--- src/rtl/branch_pc_sequencer_pkg.sv ---
// Shared definitions for the branch/jump PC sequencer.
//   - op_kind encodings for the control-unit handshake
//   - sequencer state enum
//   - default datapath widths
package branch_pc_sequencer_pkg;

  localparam int DATA_WIDTH_DEF = 32;
  localparam int IMM_WIDTH_DEF  = 19;

  typedef enum logic [1:0] {
    OP_BR  = 2'b00,
    OP_JR  = 2'b01,
    OP_JAL = 2'b10,
    OP_RSV = 2'b11
  } op_kind_e;

  typedef enum logic [1:0] {
    IDLE   = 2'b00,
    EVAL   = 2'b01,
    UPDATE = 2'b10
  } seq_state_e;

endpackage

--- src/rtl/branch_pc_sequencer_if.sv ---
// Control-unit / datapath bundle for the branch PC sequencer.
//   master : control unit side (drives pc_inc, start, op_kind, con_flag,
//            imm, rb_value; observes pc, busy, done, taken, link_we,
//            link_value)
//   slave  : sequencer side (the reverse)
interface branch_pc_sequencer_if #(
  parameter int DATA_WIDTH = 32,
  parameter int IMM_WIDTH  = 19
);

  logic                  pc_inc;
  logic                  start;
  logic [1:0]            op_kind;
  logic                  con_flag;
  logic [IMM_WIDTH-1:0]  imm;
  logic [DATA_WIDTH-1:0] rb_value;
  logic [DATA_WIDTH-1:0] pc;
  logic                  busy;
  logic                  done;
  logic                  taken;
  logic                  link_we;
  logic [DATA_WIDTH-1:0] link_value;

  modport master (
    output pc_inc, start, op_kind, con_flag, imm, rb_value,
    input  pc, busy, done, taken, link_we, link_value
  );

  modport slave (
    input  pc_inc, start, op_kind, con_flag, imm, rb_value,
    output pc, busy, done, taken, link_we, link_value
  );

endinterface

--- src/rtl/branch_pc_sequencer_target_adder.sv ---
// branch_target_adder: combinational PC-relative target generation.
// Sign-extends the offset to the PC width and adds it modulo 2^DATA_WIDTH.
//   pc     in  DATA_WIDTH  base address
//   imm    in  IMM_WIDTH   signed offset
//   target out DATA_WIDTH  pc + sign_extend(imm)
module branch_target_adder #(
  parameter int DATA_WIDTH = 32,
  parameter int IMM_WIDTH  = 19
) (
  input  logic [DATA_WIDTH-1:0] pc,
  input  logic [IMM_WIDTH-1:0]  imm,
  output logic [DATA_WIDTH-1:0] target
);

  logic [DATA_WIDTH-1:0] imm_ext;

  assign imm_ext = {{(DATA_WIDTH-IMM_WIDTH){imm[IMM_WIDTH-1]}}, imm};
  assign target  = pc + imm_ext;

endmodule

--- src/rtl/branch_pc_sequencer.sv ---
// Program counter owner and branch/jump sequencer.
// Increments the PC on fetch requests and runs a 3-cycle sequence
// (start -> EVAL -> UPDATE -> done) for conditional branch, jr and jal.
//   clk    in  system clock, rising edge
//   clear  in  asynchronous active-low reset
//   bus    slave modport: pc_inc/start/op_kind/con_flag/imm/rb_value in,
//          pc/busy/done/taken/link_we/link_value out
//
// state  | meaning
// -------+-----------------------------------------------------------
// IDLE   | accepts pc_inc and start; start has priority
// EVAL   | samples con_flag, computes target and take decision
// UPDATE | writes PC if taken, pulses done/taken/link_we on exit
module branch_pc_sequencer
  import branch_pc_sequencer_pkg::*;
#(
  parameter int                    DATA_WIDTH = DATA_WIDTH_DEF,
  parameter int                    IMM_WIDTH  = IMM_WIDTH_DEF,
  parameter logic [DATA_WIDTH-1:0] RESET_PC   = '0
) (
  input  logic                   clk,
  input  logic                   clear,
  branch_pc_sequencer_if.slave   bus
);

  seq_state_e            state_q, state_d;
  op_kind_e              op_q, op_d;
  logic [IMM_WIDTH-1:0]  imm_q, imm_d;
  logic [DATA_WIDTH-1:0] rb_q, rb_d;
  logic [DATA_WIDTH-1:0] target_q, target_d;
  logic                  take_q, take_d;
  logic [DATA_WIDTH-1:0] pc_q, pc_d;
  logic                  done_q, done_d;
  logic                  taken_q, taken_d;
  logic                  link_we_q, link_we_d;
  logic [DATA_WIDTH-1:0] link_value_q, link_value_d;
  logic [DATA_WIDTH-1:0] br_target;

  // PC is stable while busy, so the relative target uses the live PC.
  branch_target_adder #(
    .DATA_WIDTH (DATA_WIDTH),
    .IMM_WIDTH  (IMM_WIDTH)
  ) u_target_adder (
    .pc     (pc_q),
    .imm    (imm_q),
    .target (br_target)
  );

  always_ff @(posedge clk or negedge clear) begin
    if (!clear) begin
      state_q      <= IDLE;
      op_q         <= OP_BR;
      imm_q        <= '0;
      rb_q         <= '0;
      target_q     <= '0;
      take_q       <= 1'b0;
      pc_q         <= RESET_PC;
      done_q       <= 1'b0;
      taken_q      <= 1'b0;
      link_we_q    <= 1'b0;
      link_value_q <= '0;
    end else begin
      state_q      <= state_d;
      op_q         <= op_d;
      imm_q        <= imm_d;
      rb_q         <= rb_d;
      target_q     <= target_d;
      take_q       <= take_d;
      pc_q         <= pc_d;
      done_q       <= done_d;
      taken_q      <= taken_d;
      link_we_q    <= link_we_d;
      link_value_q <= link_value_d;
    end
  end

  always_comb begin
    state_d      = state_q;
    op_d         = op_q;
    imm_d        = imm_q;
    rb_d         = rb_q;
    target_d     = target_q;
    take_d       = take_q;
    pc_d         = pc_q;
    done_d       = 1'b0;
    taken_d      = 1'b0;
    link_we_d    = 1'b0;
    link_value_d = link_value_q;

    case (state_q)
      IDLE: begin
        if (bus.start) begin
          op_d    = op_kind_e'(bus.op_kind);
          imm_d   = bus.imm;
          rb_d    = bus.rb_value;
          state_d = EVAL;
        end else if (bus.pc_inc) begin
          pc_d = pc_q + DATA_WIDTH'(1);
        end
      end

      EVAL: begin
        // con_flag is sampled here: the CON flop settles one cycle after start.
        case (op_q)
          OP_BR: begin
            target_d = br_target;
            take_d   = bus.con_flag;
          end
          OP_JR, OP_JAL: begin
            target_d = rb_q;
            take_d   = 1'b1;
          end
          default: begin
            target_d = pc_q;
            take_d   = 1'b0;
          end
        endcase
        state_d = UPDATE;
      end

      UPDATE: begin
        if (take_q) begin
          pc_d = target_q;
        end
        done_d  = 1'b1;
        taken_d = take_q;
        if (op_q == OP_JAL) begin
          link_we_d    = 1'b1;
          link_value_d = pc_q;
        end
        state_d = IDLE;
      end

      default: begin
        state_d = IDLE;
      end
    endcase
  end

  assign bus.pc         = pc_q;
  assign bus.busy       = (state_q != IDLE);
  assign bus.done       = done_q;
  assign bus.taken      = taken_q;
  assign bus.link_we    = link_we_q;
  assign bus.link_value = link_value_q;

endmodule

--- src/flat_wrapper.sv ---
// flat-port wrapper written by rule: the top's interface ports become plain ports
module branch_pc_sequencer_flat import branch_pc_sequencer_pkg::*;
#(
  parameter int                    DATA_WIDTH = DATA_WIDTH_DEF,
  parameter int                    IMM_WIDTH  = IMM_WIDTH_DEF,
  parameter logic [DATA_WIDTH-1:0] RESET_PC   = '0
)
  (clk, clear, bus_pc_inc, bus_start, bus_op_kind, bus_con_flag, bus_imm, bus_rb_value, bus_pc, bus_busy, bus_done, bus_taken, bus_link_we, bus_link_value);
  branch_pc_sequencer_if #(.DATA_WIDTH(DATA_WIDTH), .IMM_WIDTH(IMM_WIDTH)) bus_i ();
  input  logic clk;
  input  logic clear;
  input wire logic [$bits(bus_i.pc_inc)-1:0] bus_pc_inc;
  input wire logic [$bits(bus_i.start)-1:0] bus_start;
  input wire logic [$bits(bus_i.op_kind)-1:0] bus_op_kind;
  input wire logic [$bits(bus_i.con_flag)-1:0] bus_con_flag;
  input wire logic [$bits(bus_i.imm)-1:0] bus_imm;
  input wire logic [$bits(bus_i.rb_value)-1:0] bus_rb_value;
  output wire logic [$bits(bus_i.pc)-1:0] bus_pc;
  output wire logic [$bits(bus_i.busy)-1:0] bus_busy;
  output wire logic [$bits(bus_i.done)-1:0] bus_done;
  output wire logic [$bits(bus_i.taken)-1:0] bus_taken;
  output wire logic [$bits(bus_i.link_we)-1:0] bus_link_we;
  output wire logic [$bits(bus_i.link_value)-1:0] bus_link_value;
  assign bus_i.pc_inc = bus_pc_inc;
  assign bus_i.start = bus_start;
  assign bus_i.op_kind = bus_op_kind;
  assign bus_i.con_flag = bus_con_flag;
  assign bus_i.imm = bus_imm;
  assign bus_i.rb_value = bus_rb_value;
  assign bus_pc = bus_i.pc;
  assign bus_busy = bus_i.busy;
  assign bus_done = bus_i.done;
  assign bus_taken = bus_i.taken;
  assign bus_link_we = bus_i.link_we;
  assign bus_link_value = bus_i.link_value;
  branch_pc_sequencer #(.DATA_WIDTH(DATA_WIDTH), .IMM_WIDTH(IMM_WIDTH), .RESET_PC(RESET_PC)) u_core (.clk(clk), .clear(clear), .bus(bus_i));
endmodule
--- config.mk ---
export PLATFORM = sky130hd
export DESIGN_NAME = branch_pc_sequencer_flat
export DESIGN_NICKNAME = d
export VERILOG_FILES = /design/src/rtl/branch_pc_sequencer_pkg.sv /design/src/rtl/branch_pc_sequencer_if.sv /design/src/rtl/branch_pc_sequencer_target_adder.sv /design/src/rtl/branch_pc_sequencer.sv /design/src/flat_wrapper.sv
export SDC_FILE = /design/constraint.sdc
export NUM_CORES = 1
export LEC_CHECK = 0
export CAP_MARGIN = 30
export CORE_UTILIZATION = 55
export CTS_BUF_LIST = sky130_fd_sc_hd__clkbuf_4 sky130_fd_sc_hd__clkbuf_8
export DETAILED_ROUTE_END_ITERATION = 10
export GPL_TIMING_DRIVEN = 0
export HOLD_SLACK_MARGIN = 0.12
export PLACE_DENSITY = 0.8
export RECOVER_POWER = 50
export SLEW_MARGIN = 10
export SYNTH_ARGS = -nofsm -noshare
export SYNTH_HDL_FRONTEND = slang
export SYNTH_SLANG_ARGS = --single-unit
--- constraint.sdc ---
create_clock -name clk -period 3.1 [get_ports clk]
set_clock_uncertainty 0.1 [all_clocks]
set_input_delay 0.62 -clock clk [delete_from_list [all_inputs] [get_ports clk]]
set_output_delay 0.62 -clock clk [all_outputs]
set_load 0.01 [all_outputs]
==> After elaboration in Yosys (flattened, before gate mapping) <==
Cells that the tools add are included.
W data, S select, Z words.
{ "totals": {"reg_bits": 155, "output_inout_bits": 68} }
{ "classes": {"addsub": 2, "n_eq_ne": 8, "n_mux": 12, "n_reduce_logical": 8} }
{ "ops": {"columns": ["operator", "n"], "rows": [
  ["$pmux W32 S2", 2],
  ["$mux W32", 3],
  ["$add A32 B1 Y32 const B", 1],
  ["$add A32 B32 Y32", 1],
  ["$ne A2 B2 Y1 const B", 3],
  ["$eq A2 B1 Y1 const B", 2],
  ["$eq A2 B2 Y1 const B", 2],
  ["$logic_not A2 Y1", 2],
  ["$mux W1", 4],
  ["$pmux W2 S2", 1],
  ["$reduce_and A2 Y1", 2],
  ["$reduce_and A4 Y1", 1],
  ["$reduce_bool A2 Y1", 2],
  ["$mux W2", 1],
  ["$ne A2 B1 Y1 const B", 1],
  ["$pmux W1 S2", 1],
  ["$reduce_or A2 Y1", 1]
]} }

==> Longest topological paths before layout <==
Gate-level depths: netlist (run 1).
{ "logic_depth": {"ltp_word": 4, "depth_mapped": 12} }

==> By module <==
A second synthesis (run 1) with hierarchy kept.
{ "hier_totals": {"hier_cells": 937, "hier_area_um2": 8989.9} }
{ "modules_own_cells": {"columns": ["module", "n_inst", "cells_per_inst", "area_each_um2"], "rows": [
  ["branch_pc_sequencer", 1, 698, 7235.7],
  ["branch_target_adder", 1, 239, 1754.2]
]} }

==> Worst setup path before layout (run 1) <==
OpenSTA, ideal clock, no wires.
{ "synth_path": {"path_kind": "reg2reg", "startpoint": "register u_core.pc_q[0] (netlist: u_core.bus.pc[0])", "endpoint": "register u_core.target_q[26]", "setup_ns": 0.128, "t_arrival_ns": 2.527, "t_required_ns": 2.872, "path_slack_ns": 0.344, "path_stages_with_launch": 13, "path_buffers": 0, "synth_period_minus_slack_ns": 2.756, "path_cell_list": "dfrtp_1 -> ha_1 -> inv_1 -> fa_1 -> nor2b_1 -> o31ai_2 -> a21oi_4 -> and4_4 -> o21ai_2 -> o21ai_1 -> a41oi_2 -> xor2_1 -> o22ai_1"} }
{ "synth_via": {"elab_chain_cells": 2} }
{ "synth_lines": {"columns": ["element", "line", "source"], "rows": [
  ["from (decl)", "branch_pc_sequencer.sv:32", "logic [DATA_WIDTH-1:0] pc_q, pc_d;"],
  ["from (signal assigned)", "branch_pc_sequencer.sv:69", "pc_q <= pc_d;"],
  ["$add A32 B32 Y32", "branch_pc_sequencer_target_adder.sv:18", "assign target = pc + imm_ext;"],
  ["$pmux W32 S2", "branch_pc_sequencer.sv:104", "case (op_q)"],
  ["to (signal assigned)", "branch_pc_sequencer.sv:67", "target_q <= target_d;"],
  ["to (decl)", "branch_pc_sequencer.sv:30", "logic [DATA_WIDTH-1:0] target_q, target_d;"]
]} }
Every way passes these cells.
A chain may end at the register's enable or synchronous reset.

==> Final worst setup path (run 1) <==
{ "layout_path": {"startpoint": "register u_core.pc_q[0] (netlist: u_core.bus.pc[0])", "endpoint": "register u_core.target_q[28]"} }
Same word-level chain as after synthesis.

==> results of run 1 <==
state kept, by name (all words and copies together), names as in the netlist:
name and flops:
u_core.take_q 1, u_core.state_q 2, u_core.target_q 32, u_core.bus.link_we 1, u_core.op_q 2, u_core.rb_q 32
u_core.bus.taken 1, u_core.bus.link_value 32, u_core.bus.done 1, u_core.imm_q 19, u_core.bus.pc 32
worst paths after layout:
kind                                                 startpoint                              endpoint
setup / recovery                   u_core.bus.pc[0]$_DFFE_PN0P_       u_core.target_q[28]$_DFFE_PN0N_
hold / removal             u_core.bus.link_value[9]$_DFFE_PN0P_  u_core.bus.link_value[9]$_DFFE_PN0P_
max in group asynchronous                                 clear          u_core.bus.pc[2]$_DFFE_PN0P_
setup reg to reg                   u_core.bus.pc[0]$_DFFE_PN0P_       u_core.target_q[28]$_DFFE_PN0N_
hold reg to reg            u_core.bus.link_value[9]$_DFFE_PN0P_  u_core.bus.link_value[9]$_DFFE_PN0P_
min in group asynchronous                                 clear           u_core.imm_q[5]$_DFFE_PN0P_
metal layers:
layer	track usage	up-vias	part of all wire
li1	-	3594	-
met1	0.448	3715	0.44
met2	0.469	403	0.45
met3	0.0466	44	0.089
met4	0.106	0	0.020
met5	0	-	0
area by class of cell:
class,instances,area [um2],share of cell area
clock inverters,10,115,0.0107
well taps,211,264,0.0245
clock buffers,22,284,0.0264
multi-input cells,669,4650,0.431
inverters,19,71.3,0.00662
plain buffers,50,233,0.0216
repair buffers,128,1270,0.118
flip-flops and latches,155,3890,0.361
critical path, stage by stage (launching register included):
cell	delay [ns]
sky130_fd_sc_hd__dfrtp_2	0.45
sky130_fd_sc_hd__ha_1	0.27
sky130_fd_sc_hd__inv_1	0.09
sky130_fd_sc_hd__fa_1	0.24
sky130_fd_sc_hd__nor2b_2	0.07
sky130_fd_sc_hd__o31ai_2	0.35
sky130_fd_sc_hd__a21oi_4	0.15
sky130_fd_sc_hd__a2111oi_4	0.34
sky130_fd_sc_hd__nor2_1	0.14
sky130_fd_sc_hd__and3_1	0.20
sky130_fd_sc_hd__a31oi_1	0.21
sky130_fd_sc_hd__xor2_1	0.19
sky130_fd_sc_hd__o22ai_1	0.09
per-stage QoR:
step	worst slack [ns]	hold WS, ns	area (um2)	total power (uW)
global route	-0.0143	0.417	10800	12100
CTS	0.00469	0.393	10800	11200
floorplan	0.344	0.224	8810	7390
detailed placement	-0.148	0.373	10400	9630
global placement	-4.81	0.365	10300	9480
finish	0.0940	0.390	10800	11400
placed cells by master, fill, tap and decap left out, types with 34 or more instances in the layout:
| cell type | netlist | routed |
|---|---|---|
| sky130_fd_sc_hd__nand2_1 | 72 | 72 |
| sky130_fd_sc_hd__ha_1 | 35 | 34 |
| sky130_fd_sc_hd__nor2_1 | 64 | 64 |
| sky130_fd_sc_hd__clkbuf_1 | 33 | 35 |
| sky130_fd_sc_hd__clkdlybuf4s50_1 | 0 | 124 |
| sky130_fd_sc_hd__o21ai_0 | 81 | 81 |
| sky130_fd_sc_hd__dfrtp_1 | 155 | 149 |
| sky130_fd_sc_hd__mux2_2 | 79 | 79 |
| sky130_fd_sc_hd__a21oi_1 | 85 | 85 |
repair_timing:
item                                    in CTS  in global routing
gates resized for setup                      3                  9
endpoints found under the setup margin       6                 10
hold buffers                                 1                  0
hold endpoints to repair                    62                  0
buffers inserted                             0                  1
power by group through the flow:
stage	Sequential (uW)	Combinational, uW	Clock (uW)
after floorplan	3610	3780	0
after global placement	3790	5690	0
after detailed placement	3820	5810	0
after CTS	3780	5850	1560
after global routing	3920	6510	1630
final	3840	5960	1560
kinds of logic after synthesis:
logic type,Yosys count
adders and majority gates,36
muxes,81
DFF,155
AOI/OAI and AO/OA,289
buffers and inverters,69
and+or+nand+nor,237
xor gates and xnor gates,26
==> metrics list, run 1 <==
- The run finished with clean final reports.
- Core footprint: roughly 15000 um2
- # rows: 45
- Synthesis Warnings: 0
- Vias in the first global route: approximately 7200
* Commonest cells post-synth: sky130_fd_sc_hd__dfrtp_1, sky130_fd_sc_hd__a21oi_1, sky130_fd_sc_hd__o21ai_0, sky130_fd_sc_hd__mux2_2, sky130_fd_sc_hd__nand2_1
- Cell count after placement: 1230
* Tcrit/Tclk final: 0.970
- Net count of the finished layout: between 1000 and 1500
- The die is approximately 130 um tall.
- Residual overflow from global routing: 0
- In the post-synthesis netlist, the biggest area contributors are sky130_fd_sc_hd__dfrtp_1, sky130_fd_sc_hd__mux2_2, sky130_fd_sc_hd__ha_1.
- The number of antenna violations at the first check in global routing came to 0.
- Count of boundary I/O pins: ~130
- The critical path is of the reg2reg type.
- CTS tree: built
* Tightest Hold Check Type: reg2reg
- Total Routed Length: between 20 and 25 mm
- Fillers: 1213
- The synthesized design contains 0 enable-type register cells.
* Deepest clock path buffer count: 2
- Switching Power: roughly 4900 uW
* Measured slew at the worst slew-check pin: about 1.2 ns
- Xor and xnor fraction of the mapped netlist area: 0.0258
- Counting cells, the worst reg-to-reg path comes to 12.
* Setup repair after global routing missed its margin: true
- Worst-Skew Late Latency: roughly 0.47 ns
- Worst voltage drop across the vdd grid: 0.499 mV
* Setup slack of the most critical reg-to-reg path: approximately 0.094 ns
- The most common cell in the synthesized netlist is sky130_fd_sc_hd__dfrtp_1.
- Final Instance Count excl. Fillers: between 1000 and 1500
- Achievable clock frequency: approximately 0.33 GHz
- Horiz. Die Dim: 129 um
* Initial core utilization: 0.571
* Slew headroom: 0.181
- Of the cells placed in the final design, the portion with a size suffix greater than 1 is 0.160.
- Synth Cell Area: a little under 9000 um2
- H-tree levels: 4
* Sequential fraction of the synthesis area: 0.440
* Floorplan die area: 16500 um2
- Of all nets on the critical path, the largest fanout is 6.
* Avg Cell Area, Syn: ~9.9 um2
- Port buffer count: ~130
* Final setup fails: 0
- After routing, the total negative slack on setup checks comes to 0 ns.
- Of the total power, the share spent switching nets is 0.435.
- The first detailed-routing pass ran for 5 iterations.
* Max-slew violations: 0
- Count of endpoints failing hold in the final timing report: 0
* Type of destination of the critical path: register
- The number of clock buffers added by TritonCTS is 17.
- Routed wire length per instance: around 19 um
- Across every metal layer, demand over resource in global routing totals 0.308.
* Largest net degree at the start of global routing: 96
- Fraction of the mapped netlist area in adder cells: 0.0520
* Routability Congestion: about 0.95
- After clock tree synthesis, the clock-pin slew on the worst setup and hold paths is ~0.08 ns.
- Arr. time, crit path: roughly 3.3 ns
- The analysis attributes to cell leakage a power of about 0.0044 uW.
- The number of nets in the synthesized netlist is between 900 and 1000.
* Detail Placement HPWL: between 15 and 20 mm
- Data on the critical path is required at its endpoint by 3.34 ns.
- Across all layers, the routed design uses 7756 vias.
- The area growth from synthesis to layout is 22.2%.
- Main combinational cell family by area after synthesis: compound AO/OA/AOI/OAI gates
- After synthesis, the share of flip-flops with an asynchronous set or reset is 1.00.
- Counting distinct cell types in the post-synthesis netlist gives 75.
- Counting every instance in the synthesized netlist gives 893.
* Share of the synthesized area in the top cell type: 0.440
* Cell internal power dissipation: around 6400 uW
- Among all flip-flop cells after synthesis, the most frequent one is sky130_fd_sc_hd__dfrtp_1.
- Min Clock Period, post-route: 3.01 ns
- Post-layout utilization of the core: 0.698
- Clock sink count: 155
- STA classifies the critical path startpoint as a register.
- For this run, design rule violations remaining after detail routing come to 0.
- Pwr/cell area: 1050 nW/um2
- Antenna Cells: 0
- Initial DRC Count: between 800 and 900
- Routed vias/inst: 6.14
* Synth Area in Simple Gates: 0.136
* Number of storage elements in the synthesis netlist: 155
- Number of nets still failing antenna checks after routing: 0
- CTS placed an instance of sky130_fd_sc_hd__clkbuf_8 at the clock tree root.
- Measured against the total synthesized area, the mux share comes to 0.103.
* Min-Delay Path Depth: 2
- Clock power share: 0.137
- The post-synthesis compound-gate area fraction came to 0.208.
- Sequential Power Share: 0.338
- Fraction of power consumed by combinational cells: 0.525
- Synth area leader: sky130_fd_sc_hd__dfrtp_1
- Across the run, the number of max-cap violations was 0.
* Wire length of the first global-routing pass: roughly 39 mm
Note: power is estimated with default switching activity, not from simulation.
==> run 2: changes to the inputs <==
Clock period 3.1 ns to 3.85 ns, I/O delays scaled along.
==> metrics list, run 2 (synthesis gave the netlist of run 1 again) <==
- Commonest cells after routing, fill and taps aside: sky130_fd_sc_hd__dfrtp_1, sky130_fd_sc_hd__clkdlybuf4s50_1, sky130_fd_sc_hd__a21oi_1
- Antenna Cells: 0 (unchanged)
* Initial DRC Count: 757 (-7.3%)
- Violations in the final reports: max-capacitance violations, max-slew violations
- The number of max-slew violations in the final report is 96 (+96).
* Count of endpoints failing hold in the final timing report: 0 (unchanged)
- The actual slew at the worst max-slew pin came to 2.23 ns (+0.999 ns).
* Vias in the first global route: 7231 (-0.041%)
* Worst-Skew Late Latency: 0.47 ns (about the same)
* Cell leakage power: 0.00442 uW (+0.20%)
- In this run the worst hold path is classified as reg2reg.
- The H-tree depth is 4 (unchanged).
- Achievable clock frequency: 0.302 GHz (-9.1%)
- The width of the die came to 129 um (unchanged).
- Number of cells on the worst reg-to-reg path: 12 (unchanged)
- The post-route minimum period came to 3.31 ns (+0.301 ns).
- Number of nets still failing antenna checks after routing: 0 (unchanged)
- The total die area is 16500 um2 (unchanged).
* Type of destination of the critical path: register
- The CTS clock-pin slew for the worst setup and hold paths is 0.09 ns (about the same).
- Required time of the worst setup path: 4.09 ns (+0.75 ns)
* Wire length of the first global-routing pass: 38.6 mm (about the same)
* Routed wire length per instance: 19.2 um (+0.22%)
- The flow ran to the end, but the final reports show violations.
- The cell depth of the worst hold path was 2 (unchanged).
* Total via count after detailed routing: 7696 (-0.77%)
* Core footprint: 15400 um2 (unchanged)
* Residual overflow from global routing: 0 (unchanged)
- The number of buffers inserted by post-CTS setup repair is 0 (unchanged).
* Count of boundary I/O pins: 126 (unchanged)
- The ratio of final minimum period to clock period is 0.859 (-0.111).
* Setup repair after global routing missed its margin: false
- TritonCTS built the clock tree.
- The starting utilization of the core area is 0.571 (unchanged).
* Clock sink count: 155 (unchanged)
- Cell Chain, Critical Path: ha_1 > inv_1 > fa_1 > nor2b_1 > o31ai_2 > a21oi_4 > and4_4 > o21ai_2 > o21ai_1 > xor2_1 > a221oi_1 > a21oi_1
* Final non-filler cell area: 10700 um2 (-0.55%)
* Final setup fails: 0 (unchanged)
- Largest net degree at the start of global routing: 96 (unchanged)
- The combined global-route utilization of all metal layers was 0.307 (about the same).
- Type of element launching the critical path: register
- The DRC violations left is 0 (unchanged).
- Die Ht: 129 um (unchanged)
- The number of buffers between clock root and the deepest sink is 2 (unchanged).
- Area overhead of the layout relative to synthesis: 21.6%
- Number of violations of the max-capacitance limit: 1 (+1)
* First-pass detailed-route iteration total: 5 (unchanged)
* Pwr/cell area: 846 nW/um2 (-20%)
* # rows: 45 (unchanged)
* Detail Placement HPWL: 18.5 mm (unchanged)
- The number of antenna violations at the first check in global routing is 0 (unchanged).
- Worst voltage drop across the vdd grid: 0.402 mV (-19%)
- The total power draw was 9060 uW (-20%).
- Slew headroom: -0.485 (-0.666)
* Largest fanout of any net on the critical path: 9 (+3)
- The worst setup path is of the reg2reg kind.
* Port buffer count: 125 (unchanged)
* Net count of the finished layout: 1132 (-0.18%)
* Stage delay of the slowest cell on the critical path: 0.53 ns (+0.08 ns)
* Routability Congestion: 0.947 (unchanged)
- The overall routed net length was 24.2 mm (about the same).
* Proportion of layout cells with a drive suffix above 1: 0.147 (-0.0130)
- The arrival time of data at the critical path endpoint was 3.55 ns (+0.30 ns).
* Most common cell after layout, fill and taps aside: sky130_fd_sc_hd__dfrtp_1
* Inserted Clock Buffers: 17 (unchanged)
* Worst path slowest cell: sky130_fd_sc_hd__dfrtp_1
* Routed vias/inst: 6.10 (-0.62%)
- Placed inst area: 10400 um2 (unchanged)
- CTS Hold Buffers Added: 0 (-1)
- The number of gates resized after CTS came to 0 (-3).
* Clock tree root driver cell: sky130_fd_sc_hd__clkbuf_8
[run 2: cell count changes in the layout (fill, tap and decap cells not counted), sizes merged]
cell	previous run	this run
clkdlybuf4s50	124	109
dlygate4sd3	1	15
buf	15	13
clkbuf	59	60
[run 2: through the flow]
| step | hold slack, ns | setup slack (ns) | TNS (ns) | cells | util |
|---|---|---|---|---|---|
| finish | 0.389 | 0.543 | 0 | 1262 | 0.695 |
| global route | 0.417 | 0.257 | 0 | 1262 | 0.695 |
| CTS | 0.237 | 0.580 | 0 | 1262 | 0.698 |
| detailed placement | 0.373 | 0.602 | 0 | 1230 | 0.672 |
| global placement | 0.365 | -4.21 | -649.98 | 1229 | 0.670 |
| floorplan | 0.342 | 1.09 | 0 | 893 | - |
[run 2: worst max-delay path, delay by kind of cell (launching register included)]
kind | cells | cell delay [ns]
compound gates | 6 | 1.17
xor+xnor | 1 | 0.10
fa+ha+maj | 2 | 0.70
buf+inv | 1 | 0.07
flops | 1 | 0.53
simple gates | 2 | 0.49
[run 2: routing by layer]
layer  share of wire  track usage  vias up
li1                -            -     3592
met2            0.45        0.470      420
met5               0            0        -
met3           0.091       0.0462       38
met1            0.44        0.449     3646
met4           0.017        0.103        0
[run 2: final cells by class]
cell class | instances | area, um2
Tap cell | 211 | 264
Buffer | 50 | 229
Sequential cell | 155 | 3880
Timing Repair Buffer | 126 | 1250
Clock inverter | 10 | 115
Fill cell | 1221 | 4710
Multi-Input combinational cell | 669 | 4620
Inverter | 19 | 71.3
Clock buffer | 22 | 284
[run 2: worst paths after layout]
check	startpoint	endpoint	slack, ns
setup / recovery	u_core.bus.pc[0]$_DFFE_PN0P_	u_core.target_q[22]$_DFFE_PN0N_	0.54
hold / removal	u_core.bus.link_value[9]$_DFFE_PN0P_	u_core.bus.link_value[9]$_DFFE_PN0P_	0.39
setup reg to reg	u_core.bus.pc[0]$_DFFE_PN0P_	u_core.target_q[22]$_DFFE_PN0N_	0.54
hold reg to reg	u_core.bus.link_value[9]$_DFFE_PN0P_	u_core.bus.link_value[9]$_DFFE_PN0P_	0.39
max in group asynchronous	clear	u_core.bus.pc[27]$_DFFE_PN0P_	0.84
min in group asynchronous	clear	u_core.imm_q[5]$_DFFE_PN0P_	0.86
[run 2: where the power goes]
group / switching [uW] / internal (uW) / total, uW
clock: 618 / 632 / 1250
sequential: 819 / 2260 / 3080
combinational: 2510 / 2230 / 4730
total: 3950 / 5120 / 9060
==> run 3: changes to the inputs <==
Settings changed: ABC_CLOCK_PERIOD_IN_PS set to 3850, CAP_MARGIN 30 to 25, CORE_MARGIN set to 2.
==> metrics list, run 3 (synthesis gave the netlist of run 1 again) <==
- Switching Power: 3960 uW (+0.28%)
- M1 wire length: 10.8 mm (about the same)
* Clock-pin slew on the worst setup and hold paths: 0.08 ns (about the same)
- STA classifies the critical path endpoint as a register.
- Sequential Power Share: 0.334 (-0.006)
- The number of buffers between clock root and the deepest sink is 2 (unchanged).
* Reg2reg start: u_core.bus.pc[0]$_DFFE_PN0P_
* Antenna Cells: 0 (unchanged)
- The count of buffering cells on the critical path with inverters included came to 1 (unchanged).
* Violations in the final reports: max-capacitance violations, max-slew violations
* Vias in the first global route: 7398 (+2.3%)
- Proportion of layout cells with a drive suffix above 1: 0.147 (about the same)
- The number of buffers inserted by post-CTS setup repair is 0 (unchanged).
- Post-layout utilization of the core: 0.685 (-0.00931)
* Fillers: 1254 (+2.7%)
* Stage delay of the slowest cell on the critical path: 0.53 ns (about the same)
- The DRC violations left came to 0 (unchanged).
- The count of final setup violators is 0 (unchanged).
- The number of port buffers was 125 (unchanged).
* Cell Chain, Critical Path: ha_1 > inv_1 > fa_1 > nor2b_1 > o31ai_2 > a21oi_4 > and4_4 > o21ai_2 > o21ai_1 > a41oi_2 > xor2_1 > o22ai_1
- Total area of sequential cells: 3880 um2 (unchanged)
- Worst voltage drop across the vdd grid: 0.337 mV (-16%)
- The static power due to leakage came to 0.00444 uW (+0.55%).
* Routed vias/inst: 6.16 (+0.95%)
* Number of antenna violations at the first check in global routing: 0 (unchanged)
* Family with the most delay on the worst path: compound AO/OA/AOI/OAI gates
* Worst path slowest cell: sky130_fd_sc_hd__dfrtp_1
* Floorplan die area: 17100 um2 (+3.1%)
- The final worst setup slack came to 0.573 ns (+0.0299 ns).
- The width of the die was 131 um (+1.6%).
- The actual slew at the worst max-slew pin came to 2.25 ns (+0.0198 ns).
* Crit path launch: u_core.bus.pc[0]$_DFFE_PN0P_
- Total track usage: 0.301 (-0.00655)
- The core region area was 15800 um2 (+2.2%).
- The number of max-slew violations in the final report is 41 (-57%).
* Residual overflow from global routing: 0 (unchanged)
- Tightest Hold Check Type: reg2reg
- Number of violations of the max-capacitance limit: 1 (unchanged)
* Required time of the worst setup path: 4.11 ns (+0.02 ns)
* Inserted Clock Buffers: 17 (unchanged)
- The internal power summed over all cells came to 5290 uW (+3.4%).
- Run status: finished with violations
- Routed wire length per instance: 19.5 um (+1.4%)
* Most common cell after layout, fill and taps aside: sky130_fd_sc_hd__dfrtp_1
- The achievable frequency came to 0.305 GHz (+0.91%).
* Startpoint of the worst hold path: u_core.bus.link_value[9]$_DFFE_PN0P_
* Type of element launching the critical path: register
- The number of nets with antenna violations after detailed routing came to 0 (unchanged).
- The H-tree depth is 4 (unchanged).
* Die Ht: 131 um (+1.6%)
- Fraction of power consumed by combinational cells: 0.515 (-0.007)
- The cell row count came to 46 (+2.2%).
* Highest metal used: met4
* Pwr/cell area: 856 nW/um2 (+1.2%)
- Largest net degree at the start of global routing: 116 (+21%)
- The ratio of final minimum period to clock period was 0.851 (-0.00777).
- The area taken by multi-input logic gates is 4620 um2 (unchanged).
- Total via count after detailed routing: 7806 (+1.4%)
- The setup slack on the worst flop-to-flop path is 0.57 ns (+0.03 ns).
- Detailed-routed wire length on met2: 11.2 mm (+2.8%)
- The largest fanout on the critical path was 9 (unchanged).
* Post-placement worst setup slack: 0.679 ns (+0.0766 ns)
- The starting utilization of the core area was 0.559 (-0.0124).
* Clock power share: 0.152 (+0.014)
- The number of gates resized after CTS came to 0 (unchanged).
* Clock sink count: 155 (unchanged)
* Clock tree root driver cell: sky130_fd_sc_hd__clkbuf_8
* Wire length on met3: 2.30 mm (+4.5%)
- The clock latency on the worst-skew pair was 0.48 ns (about the same).
* Area overhead of the layout relative to synthesis: 22.6%
* Count of boundary I/O pins: 126 (unchanged)
- The post-route minimum period came to 3.28 ns (-0.0299 ns).
* WS Path Type: reg2reg
* Total Routed Length: 24.7 mm (+1.9%)
- Switching share of power: 0.428 (-0.00757)
* CTS tree: built
- Net count of the finished layout: 1133 (+0.088%)
- The number of optimization iterations in the first detailed-route pass is 5 (unchanged).
- Setup repair after global routing left no endpoint under its margin.
- The number of failing hold endpoints at the final stage is 0 (unchanged).
- Routability Congestion: 0.928 (-2.0%)
* Initial DRC Count: 806 (+6.5%)
- Commonest cells after routing, fill and taps aside: sky130_fd_sc_hd__dfrtp_1, sky130_fd_sc_hd__clkdlybuf4s50_1, sky130_fd_sc_hd__a21oi_1
- Wire length of the first global-routing pass: 39.3 mm (+2.0%)
- Arr. time, crit path: 3.53 ns (-0.02 ns)
- The max-slew headroom at the worst pin is -0.498 (-0.0132).
- The detailed-placement wirelength estimate is 18.5 mm (about the same).
[run 3: cell count changes in the layout (fill, tap and decap cells not counted), sizes merged]
cell / change
clkdlybuf4s50: +14
dlygate4sd3: -13
clkinvlp: -3
clkbuf: +1
bufinv: +2
[run 3: layer usage]
metal  GRT usage  up-vias
met5           0        -
met4      0.0914        0
met3      0.0578       44
met2       0.457      421
met1       0.441     3760
li1            -     3581
[run 3: final timing paths]
path	cells after the start	to
max in group asynchronous	3	u_core.bus.link_value[8]$_DFFE_PN0P_
worst max-delay path	12	u_core.target_q[26]$_DFFE_PN0N_
worst max register to register	12	u_core.target_q[26]$_DFFE_PN0N_
worst min register to register	2	u_core.bus.link_value[9]$_DFFE_PN0P_
min in group asynchronous	2	u_core.imm_q[4]$_DFFE_PN0P_
worst min-delay path	2	u_core.bus.link_value[9]$_DFFE_PN0P_
[run 3: metrics by stage]
stage | total power (uW) | hold WS (ns) | setup TNS [ns] | instance area [um2] | cells
6_report | 9250 | 0.382 | 0 | 10800 | 1268
5_1_grt | 9860 | 0.418 | 0 | 10800 | 1268
4_1_cts | 9160 | 0.390 | 0 | 10800 | 1268
3_5_place_dp | 7750 | 0.370 | 0 | 10400 | 1235
3_3_place_gp | 7640 | 0.365 | -646.92 | 10300 | 1234
2_1_floorplan | 5950 | 0.342 | 0 | 8810 | 893
[run 3: layout make-up]
class / count / share of cell area
well taps: 216 / 0.0250
clock inverters: 9 / 0.0148
clock buffers: 23 / 0.0270
repair buffers: 127 / 0.119
plain buffers: 50 / 0.0215
multi-input cells: 669 / 0.428
flip-flops and latches: 155 / 0.359
inverters: 19 / 0.00660
[run 3: power groups by stage]
stage                     sequential (uW)  clock (uW)  combinational, uW
after floorplan                      2910           0               3050
after global placement               3060           0               4580
after detailed placement             3080           0               4670
after CTS                            3050        1410               4710
after global routing                 3150        1480               5230
final                                3090        1400               4760
[run 3: repair_timing]
action	in CTS	in global routing
endpoints found under the setup margin	0	0
hold buffers	1	0
hold endpoints to repair	40	0
[run 3: tightest hold or removal path: stages (launching register included)]
cell	delay [ns]
sky130_fd_sc_hd__dfrtp_1	0.35
sky130_fd_sc_hd__nand2_1	0.05
sky130_fd_sc_hd__o21ai_0	0.06
